### config.mk
export PLATFORM = sky130hd
export DESIGN_NAME = csr_counter
export DESIGN_NICKNAME = d
export VERILOG_FILES = /design/src/rtl/csr_counter_pkg.sv /design/src/rtl/csr_counter64.sv /design/src/rtl/csr_counter.sv
export SDC_FILE = /design/constraint.sdc
export NUM_CORES = 1
export LEC_CHECK = 0
export CORE_MARGIN = 1.5
export CORE_UTILIZATION = 45
export DETAILED_ROUTE_END_ITERATION = 10
export GPL_ROUTABILITY_DRIVEN = 1
export HOLD_SLACK_MARGIN = 0.06
export PLACE_DENSITY_LB_ADDON = 0.25
export SLEW_MARGIN = 20
export SYNTH_ARGS = -nofsm -noshare
export SYNTH_HDL_FRONTEND = slang
export SYNTH_SLANG_ARGS = --single-unit
### constraint.sdc
create_clock -name clk -period 9.3 [get_ports clk]
set_input_delay 1.395 -clock clk [delete_from_list [all_inputs] [get_ports clk]]
set_output_delay 1.395 -clock clk [all_outputs]
set_load 0.02 [all_outputs]
### src/rtl/csr_counter_pkg.sv
// ============================================================================
//  Module      : csr_counter_pkg
//  Description : CSR addresses and modify opcodes for the performance counters.
//  Revision    : 1.0
// ============================================================================
`default_nettype none
`timescale 1ns/1ps

package csr_counter_pkg;

    localparam logic [11:0] c_csr_mcycle    = 12'hB00;
    localparam logic [11:0] c_csr_minstret  = 12'hB02;
    localparam logic [11:0] c_csr_mcycleh   = 12'hB80;
    localparam logic [11:0] c_csr_minstreth = 12'hB82;
    localparam logic [11:0] c_csr_cycle     = 12'hC00;
    localparam logic [11:0] c_csr_time      = 12'hC01;
    localparam logic [11:0] c_csr_instret   = 12'hC02;
    localparam logic [11:0] c_csr_cycleh    = 12'hC80;
    localparam logic [11:0] c_csr_timeh     = 12'hC81;
    localparam logic [11:0] c_csr_instreth  = 12'hC82;

    typedef enum logic [2:0] {
        MOD_NONE  = 3'd0,
        MOD_WRITE = 3'd1,
        MOD_SET   = 3'd2,
        MOD_CLEAR = 3'd3
    } modify_op_e;

    function automatic logic csr_is_mapped(input logic [11:0] a);
        logic hit;
        hit = 1'b0;
        case (a)
            c_csr_mcycle, c_csr_minstret, c_csr_mcycleh, c_csr_minstreth,
            c_csr_cycle, c_csr_time, c_csr_instret,
            c_csr_cycleh, c_csr_timeh, c_csr_instreth: hit = 1'b1;
            default: hit = 1'b0;
        endcase
        return hit;
    endfunction

    // Codes 4-7 are treated as no-op.
    function automatic logic csr_is_modify(input logic [2:0] op);
        return (op == MOD_WRITE) || (op == MOD_SET) || (op == MOD_CLEAR);
    endfunction

    function automatic logic [31:0] csr_apply(input logic [2:0]  op,
                                              input logic [31:0] old_val,
                                              input logic [31:0] operand);
        logic [31:0] res;
        case (op)
            MOD_WRITE: res = operand;
            MOD_SET:   res = old_val | operand;
            MOD_CLEAR: res = old_val & ~operand;
            default:   res = old_val;
        endcase
        return res;
    endfunction

endpackage

`default_nettype wire

### src/rtl/csr_counter64.sv
// ============================================================================
//  Module      : csr_counter64
//  Description : Free-running counter with per-half 32-bit load; a load wins
//                over the increment for the whole counter.
//  Revision    : 1.0
// ============================================================================
`default_nettype none
`timescale 1ns/1ps

module csr_counter64 #(
    parameter int WIDTH = 64
) (
    input  logic             clk,
    input  logic             rst,
    input  logic             i_inc,
    input  logic             i_wr_lo,
    input  logic             i_wr_hi,
    input  logic [31:0]      i_wdata,
    output logic [WIDTH-1:0] o_value
);

    logic [WIDTH-1:0] r_value;

    always_ff @(posedge clk or posedge rst) begin
        if (rst) begin
            r_value <= '0;
        end else if (i_wr_lo || i_wr_hi) begin
            if (i_wr_lo) begin
                r_value[31:0] <= i_wdata;
            end
            if (i_wr_hi) begin
                r_value[WIDTH-1:32] <= i_wdata[WIDTH-33:0];
            end
        end else if (i_inc) begin
            r_value <= r_value + WIDTH'(1);
        end
    end

    assign o_value = r_value;

endmodule

`default_nettype wire

### src/rtl/csr_counter.sv
// ============================================================================
//  Module      : csr_counter
//  Description : mcycle/minstret (and user aliases) CSR slave with one-cycle
//                read latency and write/set/clear modify on the B-range.
//  Revision    : 1.0
// ============================================================================
`default_nettype none
`timescale 1ns/1ps

module csr_counter
    import csr_counter_pkg::*;
#(
    parameter int CNT_WIDTH = 64
) (
    input  logic        clk,
    input  logic        rst,
    input  logic        retired,
    input  logic        read,
    input  logic [2:0]  modify,
    input  logic [31:0] wdata,
    input  logic [11:0] addr,
    output logic [31:0] rdata,
    output logic        valid
);

    logic [CNT_WIDTH-1:0] w_cycle;
    logic [CNT_WIDTH-1:0] w_instret;
    logic [31:0]          w_cycle_lo;
    logic [31:0]          w_cycle_hi;
    logic [31:0]          w_instret_lo;
    logic [31:0]          w_instret_hi;

    logic [31:0]          w_sel;
    logic                 w_hit;
    logic [31:0]          w_old;
    logic [31:0]          w_new;
    logic                 w_mod_en;
    logic                 w_cyc_wr_lo;
    logic                 w_cyc_wr_hi;
    logic                 w_ins_wr_lo;
    logic                 w_ins_wr_hi;

    logic [11:0]          r_addr;
    logic                 r_hit;
    logic [31:0]          r_rdata;

    // High halves are zero-extended when the counter is narrower than 64 bits.
    assign w_cycle_lo   = w_cycle[31:0];
    assign w_cycle_hi   = 32'(w_cycle >> 32);
    assign w_instret_lo = w_instret[31:0];
    assign w_instret_hi = 32'(w_instret >> 32);

    assign w_hit = csr_is_mapped(addr);

    always_comb begin
        w_sel = '0;
        case (addr)
            c_csr_mcycle, c_csr_cycle, c_csr_time:     w_sel = w_cycle_lo;
            c_csr_mcycleh, c_csr_cycleh, c_csr_timeh:  w_sel = w_cycle_hi;
            c_csr_minstret, c_csr_instret:             w_sel = w_instret_lo;
            c_csr_minstreth, c_csr_instreth:           w_sel = w_instret_hi;
            default:                                   w_sel = '0;
        endcase
    end

    // The modify acts on the address captured with the previous request.
    always_comb begin
        w_old = '0;
        case (r_addr)
            c_csr_mcycle:    w_old = w_cycle_lo;
            c_csr_mcycleh:   w_old = w_cycle_hi;
            c_csr_minstret:  w_old = w_instret_lo;
            c_csr_minstreth: w_old = w_instret_hi;
            default:         w_old = '0;
        endcase
    end

    assign w_mod_en    = csr_is_modify(modify);
    assign w_new       = csr_apply(modify, w_old, wdata);
    assign w_cyc_wr_lo = w_mod_en && (r_addr == c_csr_mcycle);
    assign w_cyc_wr_hi = w_mod_en && (r_addr == c_csr_mcycleh);
    assign w_ins_wr_lo = w_mod_en && (r_addr == c_csr_minstret);
    assign w_ins_wr_hi = w_mod_en && (r_addr == c_csr_minstreth);

    csr_counter64 #(
        .WIDTH   (CNT_WIDTH)
    ) u_cycle (
        .clk     (clk),
        .rst     (rst),
        .i_inc   (1'b1),
        .i_wr_lo (w_cyc_wr_lo),
        .i_wr_hi (w_cyc_wr_hi),
        .i_wdata (w_new),
        .o_value (w_cycle)
    );

    csr_counter64 #(
        .WIDTH   (CNT_WIDTH)
    ) u_instret (
        .clk     (clk),
        .rst     (rst),
        .i_inc   (retired),
        .i_wr_lo (w_ins_wr_lo),
        .i_wr_hi (w_ins_wr_hi),
        .i_wdata (w_new),
        .o_value (w_instret)
    );

    always_ff @(posedge clk or posedge rst) begin
        if (rst) begin
            r_addr  <= '0;
            r_hit   <= 1'b0;
            r_rdata <= '0;
        end else begin
            if (read) begin
                r_addr <= addr;
            end
            r_hit   <= read && w_hit;
            r_rdata <= (read && w_hit) ? w_sel : '0;
        end
    end

    assign valid = r_hit;
    assign rdata = r_rdata;

endmodule

`default_nettype wire

## Yosys cells after proc, flatten, opt, wreduce, memory -nomap -nowiden

Cells that the tools add are included.

- Input bits: 51
- Output and inout bits: 33
- Word-level logic and storage cells: 62
- Register bits: 173

- Bitwise gates (word level): 3
- Mux-type cells: 12
- Equal/unequal tests: 21
- Reduce and logical (&&, ||, !) cells: 17
- Add/subtract/negate cells: 2

Operator list:

| operator | count |
|---|---|
| 32-bit case mux with 4 select lines | 2 |
| 64-bit 2-to-1 mux | 3 |
| 12-bit equality test (second input constant) | 14 |
| 32-bit 2-to-1 mux | 5 |
| 64-bit by 1-bit adder with 64-bit output (second input constant) | 2 |
| 32-bit case mux with 3 select lines | 1 |
| 32-bit AND | 1 |
| 32-bit inverter | 1 |
| 32-bit OR | 1 |
| 10-bit OR reduction | 1 |
| 2-bit by 1-bit inequality test with 1-bit output (second input constant) | 4 |
| 3-bit by 2-bit equality test with 1-bit output (second input constant) | 2 |
| 3-bit OR reduction | 2 |
| 1-bit logical AND | 5 |
| 1-bit logical OR | 4 |
| 2-bit AND reduction | 2 |
| 2-bit OR reduction | 2 |
| 3-bit by 1-bit equality test with 1-bit output (second input constant) | 1 |
| 2-bit nonzero test | 1 |
| 1-bit 2-to-1 mux | 1 |

## Depth between registers and ports, before layout

Gate-level depths: netlist of run 1.

- Word-level depth: 7
- Mapped depth: 11
- Depth with buffers taken out: 7

## Modules after synthesis

Synthesis of run 1 repeated with hierarchy kept, for this count alone.

- Cells, all modules: 1518
- Area, all modules: 13127.6 µm²

By module, submodules not included:

| module | sequential area each (µm²) | times used | area an instance (µm²) | cells each |
|---|---|---|---|---|
| csr_counter64 | 1601.5 | 2 | 4242.8 | 523 |
| csr_counter | 1126.1 | 1 | 4642.0 | 472 |

## Worst setup path before layout of run 1

Ideal clock, no wire load.

- Path kind: input-to-reg
- Start: in modify[1]
- End: reg u_instret.r_value[28] (netlist: u_instret.o_value[28])
- Library setup time: 0.119 ns
- Setup slack: 6.113 ns
- Stages on the path: 9
- Data required time: 9.181 ns
- Data arrival time: 3.068 ns
- Buffers on the path: 5
- Path through: buf_2 > o21ba_2 > clkbuf_1 > nand4_2 > buf_2 > clkbuf_1 > clkbuf_1 > a21oi_1 > o21ba_2

- Cells in the longest elaborated chain, start to end: 7
- Elaborated cells between the ends (all ways): 14
- Those cells by class: eq/ne: 4; mux: 3; reduce/logical: 7

RTL lines:

| item | line | RTL |
|---|---|---|
| start, declared | csr_counter.sv:19 | `input logic [2:0] modify,` |
| 3-bit by 1-bit equality test with 1-bit output / 3-bit by 2-bit equality test with 1-bit output (equally long branches) | csr_counter_pkg.sv:43, csr_counter_pkg.sv:50 |  |
| 1-bit logical OR (2 in series) | csr_counter_pkg.sv:43 | `return (op == MOD_WRITE) \|\| (op == MOD_SET) \|\| (op == MOD_CLEAR);` |
| 1-bit logical AND (on tied branches) | csr_counter.sv:82, csr_counter.sv:83 |  |
| 1-bit logical OR | csr_counter64.sv:27 | `end else if (i_wr_lo \|\| i_wr_hi) begin` |
| 2-bit by 1-bit inequality test with 1-bit output (no line) / 2-bit nonzero test (equally long branches) | - |  |
| 2-bit AND reduction (no line) | - |  |
| end signal, assigned | csr_counter64.sv:29 | `r_value[31:0] <= i_wdata;` |
| end signal, assigned by index | csr_counter64.sv:32 | `r_value[WIDTH-1:32] <= i_wdata[WIDTH-33:0];` |
| end signal, assigned | csr_counter64.sv:35 | `r_value <= r_value + WIDTH'(1);` |
| end, declared | csr_counter64.sv:22 | `logic [WIDTH-1:0] r_value;` |

Parallel ways exist; a longest one is shown, timed or not. The select of a mux whose other input is x is not followed.
A chain may end at the register's enable or synchronous reset.

## Final worst setup path of run 1

- Start: in modify[1]
- End: reg u_cycle.r_value[56] (netlist: u_cycle.o_value[56])

- Cells in the longest elaborated chain, start to end: 6
- Elaborated cells between the ends (all ways): 12
- Those cells by class: eq/ne: 4; mux: 3; reduce/logical: 5

RTL lines:

| item | line |
|---|---|
| 3-bit by 1-bit equality test with 1-bit output / 3-bit by 2-bit equality test with 1-bit output (equally long branches) | csr_counter_pkg.sv:43, csr_counter_pkg.sv:50 |
| 1-bit logical OR (2 in series) | csr_counter_pkg.sv:43 |
| 1-bit logical AND (on tied branches) | csr_counter.sv:80, csr_counter.sv:81 |
| 1-bit logical OR | csr_counter64.sv:27 |
| 2-bit by 1-bit inequality test with 1-bit output (no line) / 64-bit 2-to-1 mux (equally long branches) | - |
| end signal, assigned by index | csr_counter64.sv:32 |
| end signal, assigned | csr_counter64.sv:35 |
| end, declared | csr_counter64.sv:22 |

Parallel ways exist; a longest one is shown, timed or not. The select of a mux whose other input is x is not followed.

==> impl_metrics.ini, run 1 <==
[worst_setup_path]
critPathKind = in -> reg
crit_required_ns = 9.65
worstPathMaxFanout = 38
critPathArrivalTime_ns = 5.38
start_kind = primary input
cp-end-kind = register

[route]
num_vias = 12972
dr.pass1.iters = 7
wire_per_inst_um = 27.5
drc_errors = 0
ant_nets = 0
wirelength_um = 49000
initialDrtViolationCount = 2011
vias_per_cell = 7.27

[sta]
setup_viol = 0
fin_crit_sh_pct = 54.1
worst_slack_ns = 4.27
fin_hold_ws_ns = 0.529
drv_slew = 0
min_period_ns = 5.03
fin_skew_ns = 0.0111
tightestPinTransition_ns = 1.23
hold_viol = 0
tns_ns = 0
slew_headroom_pct = 17.2
max_freq_ghz = 0.199
rsz0062_at_grt = false

[grt]
overflow = 0
grt_pass1_wl_um = 74100
grt_start_max_net_pins = 104
grt_use_total_pct = 34.8
grt_pass1_vias = 11888
antenna_found_initial = 1

[clock_tree]
postCtsSetupBuffers = 0
cts_tree = done
cts_sinks = 173
ctsLongestPathBuffers = 2
insertion_delay_ns = 0.45
cts-root-buf = clkbuf_16
cts_max_level = 4
clk_pin_slew_ns = 0.08
cts_buffers = 17
cts_resized = 0
cts_hold_buf = 0

[floorplan]
start_util_pct = 45.7
fp-row-count = 60
die_y_um = 168
design.die.area_um2 = 28200
die_w_um = 168
core-area_um2 = 26800
num_io_pins = 84

[power]
peakVddDrop_v = 0.000115
p_leak_nw = 5.11
powerDensity_nw_per_um2 = 146

[cells_and_area]
fin_area_um2 = 13800
nets = 1484
drive_above_1_share_pct = 10.1
syn2layout_area_growth_pct = 12.7
n_antenna_cell = 0

[place]
place_congestion = 0.959
io_buffer_count = 83
place_ws_ns = 3.91
dp_hpwl_um = 35200
place_area_um2 = 13200

[synthesis]
syn_nets = 1471
ys_seq_elements = 173
synth_area_leader_cell = dfrtp_1
synth_enable_flop_cells = 0
async_flop_share_pct = 100
postSynthAreaPerCell_um2 = 8.64
synth_top_area_share_pct = 35.3
synth_cell_types = 95
syn_area_um2 = 12300
yosysSeqAreaShare_pct = 35.3
synth_ff_type = dfrtp_1
syn_inst = 1418
synthTopCellsByCount = dfrtp_1 (173), a21oi_1 (156), nand2_1 (126)
synth.most_common_cell = dfrtp_1
yosysWarnings = 0
synth_area_leaders = dfrtp_1 (35%), a21oi_1 (6.4%), a22oi_1 (5.0%), mux4_2 (4.6%), nand2_1 (3.9%)

[job]
drv_cap = 0

[run_status]
status = finished, final reports clean

[worst_hold_path]
holdCritPathClass = reg -> reg
[registers in the layout, summed over array words and instances, names as in the netlist]
register / cells
r_addr: 12
valid: 1
u_instret.o_value: 64
u_cycle.o_value: 64
rdata: 32
[worst max-delay path, stage by stage]
cell             delay, ns
clkdlybuf4s50_1       0.47
buf_4                 0.39
o21ba_2               0.77
and4_1                1.05
nand2_1               0.74
o22ai_1               0.34
o21ba_2               0.19
[layer usage]
layer	part of all wire (%)	global-route usage [%]	routed length, µm	vias up
li1	-	-	-	5480
met1	40	49.4	19500	6319
met2	43	51.6	21200	1008
met3	13	8.25	6460	165
met4	3.7	12.8	1830	0
met5	0	0	0	-
[report_power, final]
part / switching [mW] / internal (mW) / leakage [nW]
registers: 0.120 / 0.799 / 2.13
logic: 0.161 / 0.122 / 2.67
clock network: 0.346 / 0.465 / 0.315
total: 0.626 / 1.39 / 5.11
[worst paths after layout]
path | from | to | slack (ns) | depth (start not counted)
max | modify[1] | u_cycle.o_value[56]$_DFFE_PP0P_ | 4.27 | 7
min | r_addr[11]$_DFFE_PP0P_ | r_addr[11]$_DFFE_PP0P_ | 0.53 | 1
max reg2reg | r_addr[1]$_DFFE_PP0P_ | u_instret.o_value[59]$_DFFE_PP0P_ | 5.42 | 7
min reg2reg | r_addr[11]$_DFFE_PP0P_ | r_addr[11]$_DFFE_PP0P_ | 0.53 | 1
max in group asynchronous | rst | u_cycle.o_value[15]$_DFFE_PP0P_ | 6.21 | 3
min in group asynchronous | rst | u_cycle.o_value[2]$_DFFE_PP0P_ | 1.51 | 2
[area by class of cell]
| cell class | count | area (µm²) |
|---|---|---|
| fill | 2488 | 13000 |
| sequential | 173 | 4330 |
| clock buffer | 19 | 443 |
| inverter | 20 | 80.1 |
| tap | 341 | 427 |
| timing repair buffer | 104 | 988 |
| clock inverter | 13 | 201 |
| multi-input combinational | 1115 | 7340 |
[placed cells by master (no fill, tap or decap), types with 20 or more instances in the layout]
master,n
dfrtp_1,171
a21oi_1,156
nand2_1,126
nor2_1,109
clkdlybuf4s50_1,83
a22oi_1,82
o21ai_0,70
nand3_1,64
nor3_1,54
nand4_1,44
and3_1,31
mux4_2,25
nor4_1,23
xnor2_1,21
buf_4,21
mux2i_1,20
[metrics by stage]
step           util [%]  instances  power, mW
2_1_floorplan         -       1418       1.08
3_3_place_gp       49.1       1753       1.20
3_5_place_dp       49.1       1753       1.20
4_1_cts            51.5       1785       2.00
5_1_grt            51.5       1785       2.07
6_report           51.5       1785       2.01
[logic make-up after synthesis]
logic type,synth area share (%)
compound gates,25.2
xor+xnor,2.00
fa+ha+maj,0.204
buf+inv,4.95
flops,35.3
mux,8.21
simple gates,24.1
(Power assumes the default switching activity.)
==> run 2, diff against run 1 <==
- clock period: 9.3 -> 4.6 ns (I/O delays scaled with it)
==> impl_metrics.ini, run 2 (synthesis gave the netlist of run 1 again) <==
[worst_setup_path]
critPathKind = reg -> reg
crit_required_ns = 4.95
critPathArrivalTime_ns = 3.94
worstPathMaxFanout = 20
start_kind = register
cp-end-kind = register
ff2ff_setup_slack_ns = 1.01

[grt]
grt_use_total_pct = 34.8
grt_pass1_vias = 11826
grt_start_max_net_pins = 83
antenna_found_initial = 0
grt_pass1_wl_um = 74100
overflow = 0

[cells_and_area]
ff_latch_area_um2 = 4330
fin_area_um2 = 13900
num-fill-cells = 2497
syn2layout_area_growth_pct = 13.2
post-route-util_pct = 51.7
layout_commonest_cell = dfrtp_1
nets = 1497
multi_input_area_um2 = 7330
drive_above_1_share_pct = 10.9
n_antenna_cell = 0
mostFrequentLayoutCells = dfrtp_1 (171), a21oi_1 (156), nand2_1 (126)

[route]
wire_per_inst_um = 27.2
drc_errors = 0
num_vias = 12927
initialDrtViolationCount = 2229
ant_nets = 0
dr.pass1.iters = 8
vias_per_cell = 7.19
wirelength_um = 48800

[clock_tree]
cts_sinks = 173
cts_tree = done
cts_max_level = 4
postCtsSetupBuffers = 0
cts-root-buf = clkbuf_16
clk_pin_slew_ns = 0.08
ctsLongestPathBuffers = 2
cts_resized = 0
insertion_delay_ns = 0.46
cts_buffers = 17
cts_hold_buf = 0

[floorplan]
start_util_pct = 45.7
num_io_pins = 84
die_y_um = 168
design.die.area_um2 = 28200
fp-row-count = 60
core-area_um2 = 26800
die_w_um = 168

[sta]
max_freq_ghz = 0.279
rsz0062_at_grt = false
min_period_ns = 3.59
fin_crit_sh_pct = 78.0
fin_skew_ns = 0.0188
tns_ns = 0
slew_headroom_pct = 19.2
setup_viol = 0
worst_slack_ns = 1.01
drv_slew = 0
hold_viol = 0
tightestPinTransition_ns = 1.20

[worst_hold_path]
holdCritPathClass = reg -> reg

[place]
io_buffer_count = 83
dp_hpwl_um = 35500
place_area_um2 = 13300
place_congestion = 1.02
place_ws_ns = 0.929

[power]
peakVddDrop_v = 0.000237
p_leak_nw = 5.15
power_mw = 3.91
powerDensity_nw_per_um2 = 282

[job]
drv_cap = 0

[run_status]
status = finished, final reports clean
-- run 2: cell count changes in the layout (fill, tap and decap cells not counted), sizes merged --
cell / change
bufinv: -4
clkinvlp: +1
inv: +6
buf: +13
clkbuf: +1
clkinv: -4
-- run 2: where the power goes --
part / switching, mW / total (mW) / internal (mW)
Combinational: 0.321 / 0.574 / 0.253
Sequential: 0.247 / 1.86 / 1.62
Clock: 0.724 / 1.47 / 0.749
-- run 2: area by class of cell --
class                   instances  area share (%)
multi-input cells            1115            52.9
flip-flops and latches        173            31.2
repair buffers                117            8.10
clock buffers                  20            3.29
well taps                     341            3.08
clock inverters                12           0.830
inverters                      20           0.568
-- run 2: final timing paths --
| path | start | endpoint | cells past startpoint |
|---|---|---|---|
| worst max-delay path | r_addr[1]$_DFFE_PP0P_ | u_cycle.o_value[12]$_DFFE_PP0P_ | 6 |
| worst min-delay path | r_addr[11]$_DFFE_PP0P_ | r_addr[11]$_DFFE_PP0P_ | 1 |
| worst max register to register | r_addr[1]$_DFFE_PP0P_ | u_cycle.o_value[12]$_DFFE_PP0P_ | 6 |
| worst min register to register | r_addr[11]$_DFFE_PP0P_ | r_addr[11]$_DFFE_PP0P_ | 1 |
| max in group asynchronous | rst | u_instret.o_value[18]$_DFFE_PP0P_ | 3 |
| min in group asynchronous | rst | u_cycle.o_value[7]$_DFFE_PP0P_ | 2 |
-- run 2: stage by stage --
step / cells / hold slack (ns)
after floorplan: 1418 / 0.487
after global placement: 1766 / 0.508
after detailed placement: 1766 / 0.521
after CTS: 1798 / 0.538
after global routing: 1798 / 0.557
final: 1798 / 0.533
-- run 2: layer usage --
metal | wire [µm] | part of all wire [%] | track usage, %
met2 | 20800 | 43 | 51.5
met5 | 0 | 0 | 0
met1 | 19100 | 39 | 48.6
met4 | 1830 | 3.7 | 13.0
met3 | 7120 | 15 | 9.24
-- run 2: critical path: stages (launching register included) --
cell	delay (ns)
dfrtp_2	0.61
buf_4	0.32
nor4_1	0.65
nand4_1	0.67
nor2_1	0.88
a311oi_1	0.10
a221oi_1	0.24
==> run 3, diff against run 2 <==
- clock period: 4.6 -> 3.05 ns (I/O delays scaled with it)
==> impl_metrics.ini, run 3 (synthesis gave the netlist of run 1 again) <==
[worst_setup_path]
ff2ff_setup_slack_ns = 0.30
critPathArrivalTime_ns = 3.09
cp-end-kind = register
critPathBufInv = 1
max_stage_delay_ns = 0.70
critPathKind = reg -> reg
worstPathMaxFanout = 6
path_cells = nor3_1, and3_1, nand2_1, a22oi_1, buf_4, a21oi_1, a311oi_1
cp_top_family = simple AND/OR/NAND/NOR gates
start_kind = register
crit_required_ns = 3.39
critical-path-slowest-cell = nor3_1

[floorplan]
design.die.area_um2 = 28200
die_y_um = 168
die_w_um = 168
num_io_pins = 84
fp-row-count = 60
core-area_um2 = 26800
start_util_pct = 45.7

[route]
num_vias = 13442
dr.pass1.iters = 7
vias_per_cell = 6.96
drc_errors = 0
ant_nets = 0
wire_per_inst_um = 26.8
initialDrtViolationCount = 2572
wirelength_um = 51700

[cells_and_area]
num-fill-cells = 2443
layout_commonest_cell = dfrtp_1
drive_above_1_share_pct = 18.5
n_antenna_cell = 0
nets = 1631
mostFrequentLayoutCells = dfrtp_1 (171), buf_4 (160), a21oi_1 (156)
finalNonFillerCells = 1932
syn2layout_area_growth_pct = 22.4

[clock_tree]
cts_max_level = 4
cts_hold_buf = 0
cts_sinks = 173
ctsLongestPathBuffers = 2
postCtsSetupBuffers = 0
cts-root-buf = clkbuf_16
clk_pin_slew_ns = 0.08
cts_resized = 0
cts_tree = done
cts_buffers = 17
insertion_delay_ns = 0.45

[power]
peakVddDrop_v = 0.000367
power_mw = 6.27
internal_power_mw = 4.30
powerDensity_nw_per_um2 = 418
seqPwrFrac_pct = 42.8
combPwrFrac_pct = 18.5
p_sw_share_pct = 31.4
switching_power_mw = 1.97
p_leak_nw = 5.85
power.share.clock_pct = 38.6

[sta]
min_period_ns = 2.75
tns_ns = 0
slew_headroom_pct = 22.8
fin_crit_sh_pct = 90.1
setup_viol = 0
drv_slew = 0
fin_skew_ns = 0.0121
max_freq_ghz = 0.364
rsz0062_at_grt = false
hold_viol = 0
fin_hold_ws_ns = 0.259
worst_slack_ns = 0.302
tightestPinTransition_ns = 1.15

[grt]
grt_start_max_net_pins = 114
overflow = 0
grt_pass1_vias = 12672
grt_pass1_wl_um = 78800
antenna_found_initial = 1
grt_use_total_pct = 37.1

[place]
io_buffer_count = 83
dp.cells = 1900
dp_hpwl_um = 38900
place_ws_ns = 0.204
place_congestion = 0.983

[job]
drv_cap = 0

[worst_hold_path]
holdCritPathClass = in -> async

[run_status]
status = finished, final reports clean
run 3: final timing paths:
path | startpoint | end | cells after the start
setup / recovery | r_addr[0]$_DFFE_PP0P_ | u_instret.o_value[56]$_DFFE_PP0P_ | 7
max in group asynchronous | rst | r_addr[7]$_DFFE_PP0P_ | 3
min in group clk | r_addr[10]$_DFFE_PP0P_ | r_addr[10]$_DFFE_PP0P_ | 1
hold / removal | rst | u_cycle.o_value[4]$_DFFE_PP0P_ | 2
hold reg to reg | r_addr[10]$_DFFE_PP0P_ | r_addr[10]$_DFFE_PP0P_ | 1
setup reg to reg | r_addr[0]$_DFFE_PP0P_ | u_instret.o_value[56]$_DFFE_PP0P_ | 7
run 3: power groups by stage:
stage                     combinational (mW)  clock, mW  sequential [mW]
after floorplan                        0.675          0             2.62
after global placement                  1.12          0             2.70
after detailed placement                1.13          0             2.71
after CTS                               1.13       2.43             2.67
after global routing                    1.24       2.53             2.70
final                                   1.16       2.42             2.69
run 3: worst reg2reg max path, cell delays in order, from the launching register on:
cell	delay, ns
dfrtp_1	0.45
nor3_1	0.70
and3_1	0.47
nand2_1	0.14
a22oi_1	0.34
buf_4	0.21
a21oi_1	0.07
a311oi_1	0.26
run 3: metal layers:
layer | up-vias | part of all wire (%) | wire [µm] | GRT usage, %
met4 | 0 | 3.3 | 1710 | 13.0
li1 | 5774 | - | - | -
met5 | - | 0 | 0 | 0
met2 | 998 | 43 | 22400 | 55.0
met1 | 6532 | 40 | 20600 | 52.3
met3 | 138 | 14 | 7020 | 9.52
run 3: final cells by class:
class	count	area, µm²	share of cell area, %
timing repair buffer	251	2190	14.6
tap	341	427	2.85
multi-input combinational	1115	7330	48.9
clock buffer	19	453	3.02
clock inverter	13	180	1.20
inverter	20	78.8	0.526
sequential	173	4330	28.9
run 3: metrics by stage:
step / instance area, µm² / utilization (%)
floorplan: 12300 / -
global placement: 14400 / 53.6
detailed placement: 14400 / 53.6
CTS: 15000 / 56.0
global route: 15000 / 56.0
finish: 15000 / 56.0
